[src/rtl/clint_pkg.sv]
// Shared definitions for the core-local interruptor: register offsets,
// reset constants and the byte-lane write merge.
package clint_pkg;

  localparam logic [15:0] MSIP_OFS        = 16'h0000;
  localparam logic [15:0] MTIMECMP_LO_OFS = 16'h4000;
  localparam logic [15:0] MTIMECMP_HI_OFS = 16'h4004;
  localparam logic [15:0] MTIME_LO_OFS    = 16'hBFF8;
  localparam logic [15:0] MTIME_HI_OFS    = 16'hBFFC;

  localparam logic [63:0] MTIMECMP_RST = 64'hFFFF_FFFF_FFFF_FFFF;
  localparam logic [63:0] MTIME_RST    = 64'h0000_0000_0000_0000;

  // Replace only the byte lanes whose enable is set; other lanes keep old.
  function automatic logic [31:0] apply_mask(input logic [31:0] old_word,
                                             input logic [31:0] new_word,
                                             input logic [3:0]  lane_en);
    logic [31:0] merged;
    merged = old_word;
    for (int b = 0; b < 4; b++) begin
      if (lane_en[b]) merged[b*8 +: 8] = new_word[b*8 +: 8];
    end
    return merged;
  endfunction

endpackage

[src/rtl/clint_timer.sv]
// Machine timer: prescaler plus 64-bit mtime counter with a per-half
// byte-masked write port. A write to mtime wins over that cycle's tick,
// while the prescaler itself never pauses.
module clint_timer
  import clint_pkg::*;
#(
  parameter int PRESCALE = 1
) (
  input  logic        clk,
  input  logic        rst_n,
  input  logic        wr_en,
  input  logic        wr_hi,
  input  logic [31:0] wr_data,
  input  logic [3:0]  wr_be,
  output logic [63:0] mtime
);

  localparam logic [15:0] PS_MAX = 16'(PRESCALE - 1);

  logic [15:0] pre_cnt;
  logic        tick;

  assign tick = (pre_cnt == PS_MAX);

  // Prescaler: free-running 0..PRESCALE-1, tick on the terminal count.
  always_ff @(posedge clk or negedge rst_n) begin
    if (!rst_n) begin
      pre_cnt <= '0;
    end else if (tick) begin
      pre_cnt <= '0;
    end else begin
      pre_cnt <= pre_cnt + 16'd1;
    end
  end

  // mtime: software write overrides the increment; halves written independently.
  always_ff @(posedge clk or negedge rst_n) begin
    if (!rst_n) begin
      mtime <= MTIME_RST;
    end else if (wr_en) begin
      if (wr_hi) begin
        mtime[63:32] <= apply_mask(mtime[63:32], wr_data, wr_be);
      end else begin
        mtime[31:0] <= apply_mask(mtime[31:0], wr_data, wr_be);
      end
    end else if (tick) begin
      mtime <= mtime + 64'd1;
    end
  end

endmodule

[src/rtl/lsu_clint.sv]
// Core-local interruptor on the LSU req/res port. Decodes msip, mtimecmp
// and mtime, returns a fixed one-cycle response, and drives the software
// and timer interrupt lines.
module lsu_clint
  import clint_pkg::*;
#(
  parameter int PRESCALE = 1
) (
  input  logic        clk,
  input  logic        rst_n,
  input  logic        req_from_lsu,
  input  logic        load_from_lsu,
  input  logic        store_from_lsu,
  input  logic [31:0] addr_from_lsu,
  input  logic [31:0] store_result_from_lsu,
  input  logic [4:0]  store_mask_from_lsu,
  output logic        res_to_lsu,
  output logic [31:0] data_to_lsu,
  output logic        soft_irq,
  output logic        time_irq
);

  logic [15:0] ofs_p0;
  logic        sel_msip_p0;
  logic        sel_cmp_lo_p0;
  logic        sel_cmp_hi_p0;
  logic        sel_time_lo_p0;
  logic        sel_time_hi_p0;
  logic        wr_p0;
  logic        rd_p0;
  logic [3:0]  be_p0;
  logic [31:0] rdata_p0;

  logic        msip_q;
  logic [63:0] mtimecmp_q;
  logic [63:0] mtime;

  logic        vld_p1;
  logic [31:0] rdata_p1;
  logic        irq_p1;

  logic        unused_bits;

  // Request stage: word-aligned decode of the low 16 address bits.
  assign ofs_p0         = {addr_from_lsu[15:2], 2'b00};
  assign sel_msip_p0    = (ofs_p0 == MSIP_OFS);
  assign sel_cmp_lo_p0  = (ofs_p0 == MTIMECMP_LO_OFS);
  assign sel_cmp_hi_p0  = (ofs_p0 == MTIMECMP_HI_OFS);
  assign sel_time_lo_p0 = (ofs_p0 == MTIME_LO_OFS);
  assign sel_time_hi_p0 = (ofs_p0 == MTIME_HI_OFS);
  assign be_p0          = store_mask_from_lsu[3:0];

  // Store wins when both qualifiers are set; a store never returns data.
  assign wr_p0 = req_from_lsu & store_from_lsu;
  assign rd_p0 = req_from_lsu & load_from_lsu & ~store_from_lsu;

  assign unused_bits = ^{addr_from_lsu[31:16], addr_from_lsu[1:0], store_mask_from_lsu[4]};

  // Read mux over the pre-edge register state; unmapped offsets read 0.
  always_comb begin
    rdata_p0 = '0;
    if (sel_msip_p0) begin
      rdata_p0 = {31'd0, msip_q};
    end else if (sel_cmp_lo_p0) begin
      rdata_p0 = mtimecmp_q[31:0];
    end else if (sel_cmp_hi_p0) begin
      rdata_p0 = mtimecmp_q[63:32];
    end else if (sel_time_lo_p0) begin
      rdata_p0 = mtime[31:0];
    end else if (sel_time_hi_p0) begin
      rdata_p0 = mtime[63:32];
    end
  end

  clint_timer #(
    .PRESCALE (PRESCALE)
  ) u_timer (
    .clk     (clk),
    .rst_n   (rst_n),
    .wr_en   (wr_p0 & (sel_time_lo_p0 | sel_time_hi_p0)),
    .wr_hi   (sel_time_hi_p0),
    .wr_data (store_result_from_lsu),
    .wr_be   (be_p0),
    .mtime   (mtime)
  );

  // msip: only bit 0 is backed by storage, written through lane 0.
  always_ff @(posedge clk or negedge rst_n) begin
    if (!rst_n) begin
      msip_q <= 1'b0;
    end else if (wr_p0 && sel_msip_p0 && be_p0[0]) begin
      msip_q <= store_result_from_lsu[0];
    end
  end

  // mtimecmp: two independent byte-masked 32-bit halves.
  always_ff @(posedge clk or negedge rst_n) begin
    if (!rst_n) begin
      mtimecmp_q <= MTIMECMP_RST;
    end else if (wr_p0 && sel_cmp_lo_p0) begin
      mtimecmp_q[31:0] <= apply_mask(mtimecmp_q[31:0], store_result_from_lsu, be_p0);
    end else if (wr_p0 && sel_cmp_hi_p0) begin
      mtimecmp_q[63:32] <= apply_mask(mtimecmp_q[63:32], store_result_from_lsu, be_p0);
    end
  end

  // Response stage: one-cycle res pulse with data zeroed unless a load.
  always_ff @(posedge clk or negedge rst_n) begin
    if (!rst_n) begin
      vld_p1   <= 1'b0;
      rdata_p1 <= '0;
    end else begin
      vld_p1   <= req_from_lsu;
      rdata_p1 <= rd_p0 ? rdata_p0 : 32'd0;
    end
  end

  // Timer interrupt: registered compare of the current register state.
  always_ff @(posedge clk or negedge rst_n) begin
    if (!rst_n) begin
      irq_p1 <= 1'b0;
    end else begin
      irq_p1 <= (mtime >= mtimecmp_q);
    end
  end

  assign res_to_lsu  = vld_p1;
  assign data_to_lsu = rdata_p1;
  assign time_irq    = irq_p1;
  assign soft_irq    = msip_q;

endmodule

[config.mk]
export PLATFORM = sky130hd
export DESIGN_NAME = lsu_clint
export DESIGN_NICKNAME = d
export VERILOG_FILES = /design/src/rtl/clint_pkg.sv /design/src/rtl/clint_timer.sv /design/src/rtl/lsu_clint.sv
export SDC_FILE = /design/constraint.sdc
export NUM_CORES = 1
export LEC_CHECK = 0
export CAP_MARGIN = 10
export CORE_MARGIN = 1
export CORE_UTILIZATION = 50
export CTS_BUF_LIST = sky130_fd_sc_hd__clkbuf_16
export DETAILED_ROUTE_END_ITERATION = 12
export DONT_BUFFER_PORTS = 1
export GPL_ROUTABILITY_DRIVEN = 0
export MAX_ROUTING_LAYER = met4
export PLACE_DENSITY = 0.7
export SETUP_SLACK_MARGIN = 0.15
export SLEW_MARGIN = 40
export SYNTH_ARGS = -nofsm -noshare
export SYNTH_HDL_FRONTEND = slang
export SYNTH_SLANG_ARGS = --single-unit
[constraint.sdc]
create_clock -name clk -period 7.6 [get_ports clk]
set_input_delay 0.76 -clock clk [delete_from_list [all_inputs] [get_ports clk]]
set_output_delay 0.76 -clock clk [all_outputs]
set_load 0.01 [all_outputs]
==> results of run 1 <==
cell usage after synthesis (all sizes together) (12+ instances only):
master | instances | area (um2)
a222oi | 15 | 150
o21ai | 61 | 305
mux2i | 21 | 210
dfrtp | 115 | 2880
nand2 | 96 | 360
nand4 | 28 | 188
or3 | 12 | 81.3
nor4 | 20 | 144
a21oi | 113 | 566
o22ai | 31 | 194
inv | 76 | 285
clkbuf | 38 | 154
mux2 | 64 | 721
dfstp | 64 | 1680
nor2 | 105 | 394
buf | 16 | 109
nand3 | 43 | 220
and3 | 18 | 113
ha | 67 | 838
nor3 | 25 | 125
a221oi | 17 | 149
layout by cell type (no fill, tap or decap), drive strengths merged, types with 18 or more instances in the layout:
cell type,n
and3,18
dfrtp,115
nor3,25
nand4,28
a21oi,113
nor2,105
nor4,20
o21ai,61
mux2i,21
dfstp,64
nand3,43
ha,67
inv,83
mux2,64
o22ai,31
nand2,96
metal layers:
layer | global-route usage (%) | share of wire (%)
met5 | - | 0
met4 | 8.72 | 2.3
met3 | 6.18 | 7.8
met2 | 43.7 | 46
met1 | 38.7 | 44
power groups by stage:
stage | clock network, W | logic (W) | registers [W]
finish | 0.000838 | 0.0000627 | 0.00100
CTS | 0.000844 | 0.0000602 | 0.00100
detailed placement | 0 | 0.0000580 | 0.00102
floorplan | 0 | 0.0000519 | 0.00101
global route | 0.000883 | 0.0000714 | 0.00100
global placement | 0 | 0.0000564 | 0.00102
cell type report:
cell class	instances	area, um2	area share, %
sequential	179	4560	39.2
timing repair buffer	14	110	0.947
clock buffer	17	425	3.66
tap	275	344	2.96
inverter	76	285	2.45
multi-input combinational	859	5790	49.8
clock inverter	15	109	0.936
per-stage QoR:
step | area [um2] | setup WS (ns) | utilization [%]
2_1_floorplan | 10800 | 4.96 | -
3_3_place_gp | 11000 | 4.05 | 52.1
3_5_place_dp | 11100 | 4.05 | 52.3
4_1_cts | 11600 | 4.50 | 54.8
5_1_grt | 11600 | 4.21 | 55.0
6_report | 11600 | 4.45 | 55.0
state kept, by name, summed over array words and instances, names as in the netlist:
register,count
u_timer.mtime,64
time_irq,1
u_timer.pre_cnt,16
soft_irq,1
data_to_lsu,32
mtimecmp_q,64
res_to_lsu,1
logic make-up after synthesis:
logic type,after synthesis,share of synthesized area [%]
simple gates,375,16.9
compound gates,318,18.5
flops,179,42.1
buf+inv,130,5.06
mux,85,8.59
fa+ha+maj,67,7.73
xor+xnor,14,1.13
worst max path at each step:
stage | depth (start not counted) | start | end | slack (ns)
6_report | 8 | addr_from_lsu[6] | u_timer.mtime[19] | 4.45
3_5_place_dp | 8 | addr_from_lsu[6] | u_timer.mtime[19] | 4.05
5_1_grt | 8 | addr_from_lsu[6] | u_timer.mtime[19] | 4.21
4_1_cts | 8 | addr_from_lsu[6] | u_timer.mtime[19] | 4.50
2_1_floorplan | 6 | addr_from_lsu[6] | u_timer.mtime[6] | 4.96
3_3_place_gp | 8 | addr_from_lsu[6] | u_timer.mtime[19] | 4.05
critical path, delay by kind of cell:
kind / cells / cell delay (ns)
buffers and inverters: 2 / 0.84
AND/OR/NAND/NOR: 4 / 0.99
AO/OA/AOI/OAI: 2 / 0.85
what timing repair did:
item | CTS | global route
hold buffers | 1 | 2
endpoints found under the hold margin | 5 | 8
setup buffers | 0 | 0
==> run_results.csv, run 1 <==
group,metric,value,unit
pwr,design_power_total,0.00190,W
cells_and_area,drive_gt1_share,17.1,%
floorplanning,die_w,149,um
timing,report.final.hold_viol_count,0,
place,portBuffers,0,
detailed_routing,first_iter_violations,1154,
job,cap_violations,0,
cts,cts_resized,0,
worst_setup_path,reg2reg_slack,4.67,ns
detailed_routing,vias,9274,
timing,holdWs,0.0210,ns
worst_setup_path,r2r_end,"u_timer.mtime[32]",
pwr,cellLeakagePower,4.96,nW
floorplanning,die_area,22300,um2
detailed_routing,final_antenna_net_count,0,
yosys,yosysWarningCount,0,
worst_setup_path,cp.arrival,3.48,ns
yosys,ys.flop_type,"dfrtp_1",
cells_and_area,diodes,0,
cts,cts_buffer_depth,2,
timing,period_share,41.5,%
cts,clk_latency,0.45,ns
yosys,synth-seq-cells,179,
floorplanning,num_rows,53,
yosys,synth-edff-count,0,
yosys,async_flop_share,100,%
pwr,p_clk_share,44.0,%
pwr,p_sw_share,25.2,%
timing,grt_setup_unrepaired,"no",
floorplanning,initial_core_util,51.2,%
floorplanning,core,21200,um2
cells_and_area,final_cells,1435,
cells_and_area,nNetsFinal,1288,
pwr,power.density,164,nW/um2
pwr,p_comb_share,3.3,%
worst_setup_path,cp_cell_sequence,"nand4_1 -> nor4_4 -> buf_4 -> nand2_4 -> buf_4 -> a22oi_1 -> nor2_1 -> o22a_1",
worst_setup_path,start_kind,"input port",
place,post-dp-hpwl,20400,um
timing,tns,0,ns
yosys,synth_cell_type_count,69,
timing,fmax,317,MHz
grt,grt_max_degree,176,
timing,final_max_slew_viol_count,0,
timing,fin_crit,3.15,ns
pwr,vdd_drop_max,0.146,mV
timing,final-setup-viol-count,0,
status,status,"completed",
worst_setup_path,path_class,"in2reg",
worst_setup_path,required,7.93,ns
grt,grt-ovfl-total,0,
detailed_routing,viasPerCell,6.46,
min_path,worstHoldPathType,"in2async",
cts,cts_buffers,17,
detailed_routing,drt-total-wl,30200,um
cts,ctsHtreeMaxLevel,4,
cells_and_area,syn_to_final_growth,7.26,%
place,place_inst,1400,
cts,cts-root-buf,"clkbuf_16",
yosys,yosysSeqAreaShare,42.1,%
yosys,synth.net_count,1309,
worst_setup_path,r2r_start,"u_timer.mtime[6]",
worst_setup_path,worst_setup_path_end_kind,"register",
yosys,synth_area_per_cell,9.28,um2
cells_and_area,nFillCells,1885,
pwr,p_int,0.00142,W
floorplanning,die_height,149,um
timing,skew,0.0151,ns
grt,antenna_found_initial,0,
detailed_routing,wl_per_cell,21.1,um
detailed_routing,drc,0,
cts,clk_pin_slew_worst_paths,0.07,ns
grt,grt_pass1_wl,48300,um
floorplanning,ios,109,
yosys,netlist_area,10800,um2
detailed_routing,drt_pass1_iterations,6,
worst_setup_path,path_common_cell,"buf_4",
worst_setup_path,critPathSlowestCell,"a22oi_1",
grt,grt_pass1_vias,8928,
worst_setup_path,cp_max_fo,65,
timing,tightest_slew,0.745,ns
grt,grt_usage,28.9,%
timing,slew_headroom,50.0,%
worst_setup_path,r2r_cells,6,
cts,cts_tree,"yes",
worst_setup_path,slowest_delay,0.64,ns
cts,clock_sinks,179,
pwr,seqPwrFrac,52.7,%
pwr,p_sw,0.000479,W
yosys,syn-instance-count,1168,
Note: power is estimated with default switching activity, not from simulation.
==> run 2, diff against run 1 <==
==> constraint.sdc (replaced) <==
create_clock -name clk -period 2.9 [get_ports clk]
set_input_delay 0.29 -clock clk [delete_from_list [all_inputs] [get_ports clk]]
set_output_delay 0.29 -clock clk [all_outputs]
set_load 0.01 [all_outputs]
==> run 2 against run 1 <==
Effect of this change:
- non-clock buffer count grew 80
- cell area grew 6.2%
- die area is the same
- routed wire length grew 1.3%
- the flow now finishes with violations (hold timing)
- combinational power grew to 3.7 times the previous value
- setup slack lost 4.2 ns
- largest cell class unchanged
- clock-buffer cell count is the same
- highest routed layer unchanged
- largest power group unchanged
==> run_results.csv, run 2 (synthesized netlist as in run 1, its figures left out) <==
group,metric,value,unit
status,status,"complete, but fails checks",
status,violations,"hold timing",
pwr,p_sw_share,25.2,%
detailed_routing,drt_pass1_iterations,6,
cts,clock_sinks,179,
worst_setup_path,path_buf_inv,1,
worst_setup_path,slowest_delay,0.56,ns
pwr,p_sw,0.00131,W
grt,grt_usage,29.7,%
worst_setup_path,cp_cell_sequence,"inv_1 -> ha_1 -> a21oi_1 -> o21ai_0 -> a221o_1 -> or4_1 -> a21oi_1 -> o211ai_1",
worst_setup_path,cp_max_fo,3,
timing,skew,0.00897,ns
detailed_routing,drc,0,
floorplanning,initial_core_util,51.2,%
timing,final-setup-viol-count,0,
timing,slew_headroom,54.9,%
cells_and_area,final-seq-area,4560,um2
cts,clk_latency,0.45,ns
cells_and_area,nNetsFinal,1368,
detailed_routing,viasPerCell,6.30,
worst_setup_path,cp.arrival,2.99,ns
cts,cts_tree,"yes",
cells_and_area,multiInputGateArea,5780,um2
detailed_routing,wl_per_cell,20.2,um
job,cap_violations,0,
timing,report.final.hold_viol_count,179,
cts,cts_setup_buffers,0,
worst_setup_path,r2r_end,"time_irq",
detailed_routing,final_antenna_net_count,0,
pwr,vdd_drop_max,0.407,mV
grt,grt-ovfl-total,0,
pwr,power.density,421,nW/um2
worst_setup_path,reg2reg_slack,0.23,ns
detailed_routing,first_iter_violations,1012,
timing,tns,0,ns
timing,holdWs,-0.461,ns
cts,cts-root-buf,"clkbuf_16",
floorplanning,die_height,149,um
worst_setup_path,path_delay_family,"compound AO/OA/AOI/OAI gates",
place,portBuffers,0,
cells_and_area,final_common_cell,"dfrtp_1",
pwr,cellLeakagePower,5.33,nW
grt,antenna_found_initial,0,
worst_setup_path,r2r_cells,8,
cells_and_area,diodes,0,
worst_setup_path,required,3.22,ns
grt,grt_pass1_wl,49400,um
floorplanning,ios,109,
worst_setup_path,critPathSlowestCell,"or4_1",
worst_setup_path,path_class,"reg2reg",
timing,tightest_slew,0.677,ns
place,post-dp-hpwl,21500,um
worst_setup_path,path_common_cell,"a21oi_1",
timing,grt_setup_unrepaired,"no",
timing,final_max_slew_viol_count,0,
pwr,p_int,0.00389,W
min_path,worstHoldPathType,"in2async",
timing,fin_crit,2.67,ns
floorplanning,die_area,22300,um2
floorplanning,core,21200,um2
worst_setup_path,start_kind,"register",
detailed_routing,drt-total-wl,30600,um
cts,cts_buffer_depth,2,
detailed_routing,vias,9552,
grt,grt_max_degree,180,
grt,grt_pass1_vias,9344,
worst_setup_path,r2r_start,"mtimecmp_q[29]",
floorplanning,num_rows,53,
worst_setup_path,worst_setup_path_end_kind,"register",
cells_and_area,nFillCells,1847,
cells_and_area,syn_to_final_growth,13.9,%
pwr,p_comb_share,4.5,%
cells_and_area,mostFrequentLayoutCells,"115 x dfrtp_1, 113 x a21oi_1, 103 x nor2_1",
cts,cts_buffers,17,
cells_and_area,drive_gt1_share,19.9,%
pwr,seqPwrFrac,50.2,%
cts,postCtsHoldBufs,35,
cts,clk_pin_slew_worst_paths,0.08,ns
cts,ctsHtreeMaxLevel,4,
timing,period_share,92.1,%
timing,fmax,374,MHz
floorplanning,die_w,149,um
pwr,p_clk_share,45.3,%
run 2: layout make-up:
class	count	area share, %
Clock buffer	17	3.44
Clock inverter	15	1.34
Inverter	76	2.31
Multi-Input combinational cell	859	46.8
Sequential cell	179	36.9
Tap cell	275	2.79
Timing Repair Buffer	94	6.42
run 2: how the worst max path moves through the flow:
stage                            startpoint                end  slack [ns]  cells after the start
after detailed placement     mtimecmp_q[29]           time_irq        0.26                      8
after CTS                    mtimecmp_q[29]           time_irq        0.24                      8
after global placement       mtimecmp_q[29]           time_irq        0.26                      8
after global routing         mtimecmp_q[29]           time_irq        0.16                      8
after floorplan           u_timer.mtime[22]  u_timer.mtime[51]        0.50                      8
final                        mtimecmp_q[29]           time_irq        0.23                      8
run 2: power groups by stage:
stage	combinational, W	clock, W	sequential (W)
6_report	0.000234	0.00236	0.00261
5_1_grt	0.000261	0.00249	0.00262
4_1_cts	0.000235	0.00240	0.00261
3_5_place_dp	0.000185	0	0.00265
3_3_place_gp	0.000179	0	0.00265
2_1_floorplan	0.000136	0	0.00264
run 2: metrics by stage:
stage | utilization [%] | setup slack (ns) | cell area, um2 | cells | total power [W]
after detailed placement | 53.9 | 0.261 | 11400 | 1448 | 0.00284
after global routing | 58.4 | 0.159 | 12400 | 1515 | 0.00537
after floorplan | - | 0.502 | 10800 | 1168 | 0.00278
after CTS | 58.3 | 0.237 | 12300 | 1515 | 0.00525
final | 58.4 | 0.228 | 12400 | 1515 | 0.00520
after global placement | 53.9 | 0.259 | 11400 | 1448 | 0.00283
run 2: per-layer routing:
layer	GRT usage, %	wire [um]
met5	-	0
met4	12.1	942
met3	6.15	2240
met2	44.6	14100
met1	39.2	13300
run 2: what timing repair did:
action                                  in CTS  in global routing
endpoints found under the setup margin       0                  3
hold endpoints to repair                   248                179
resized for setup                            0                  3
run 2: worst reg2reg max path: stages (launching register included):
cell,delay (ns)
dfstp_2,0.54
inv_1,0.05
ha_1,0.30
a21oi_1,0.16
o21ai_0,0.25
a221o_1,0.38
or4_1,0.56
a21oi_1,0.20
o211ai_1,0.10
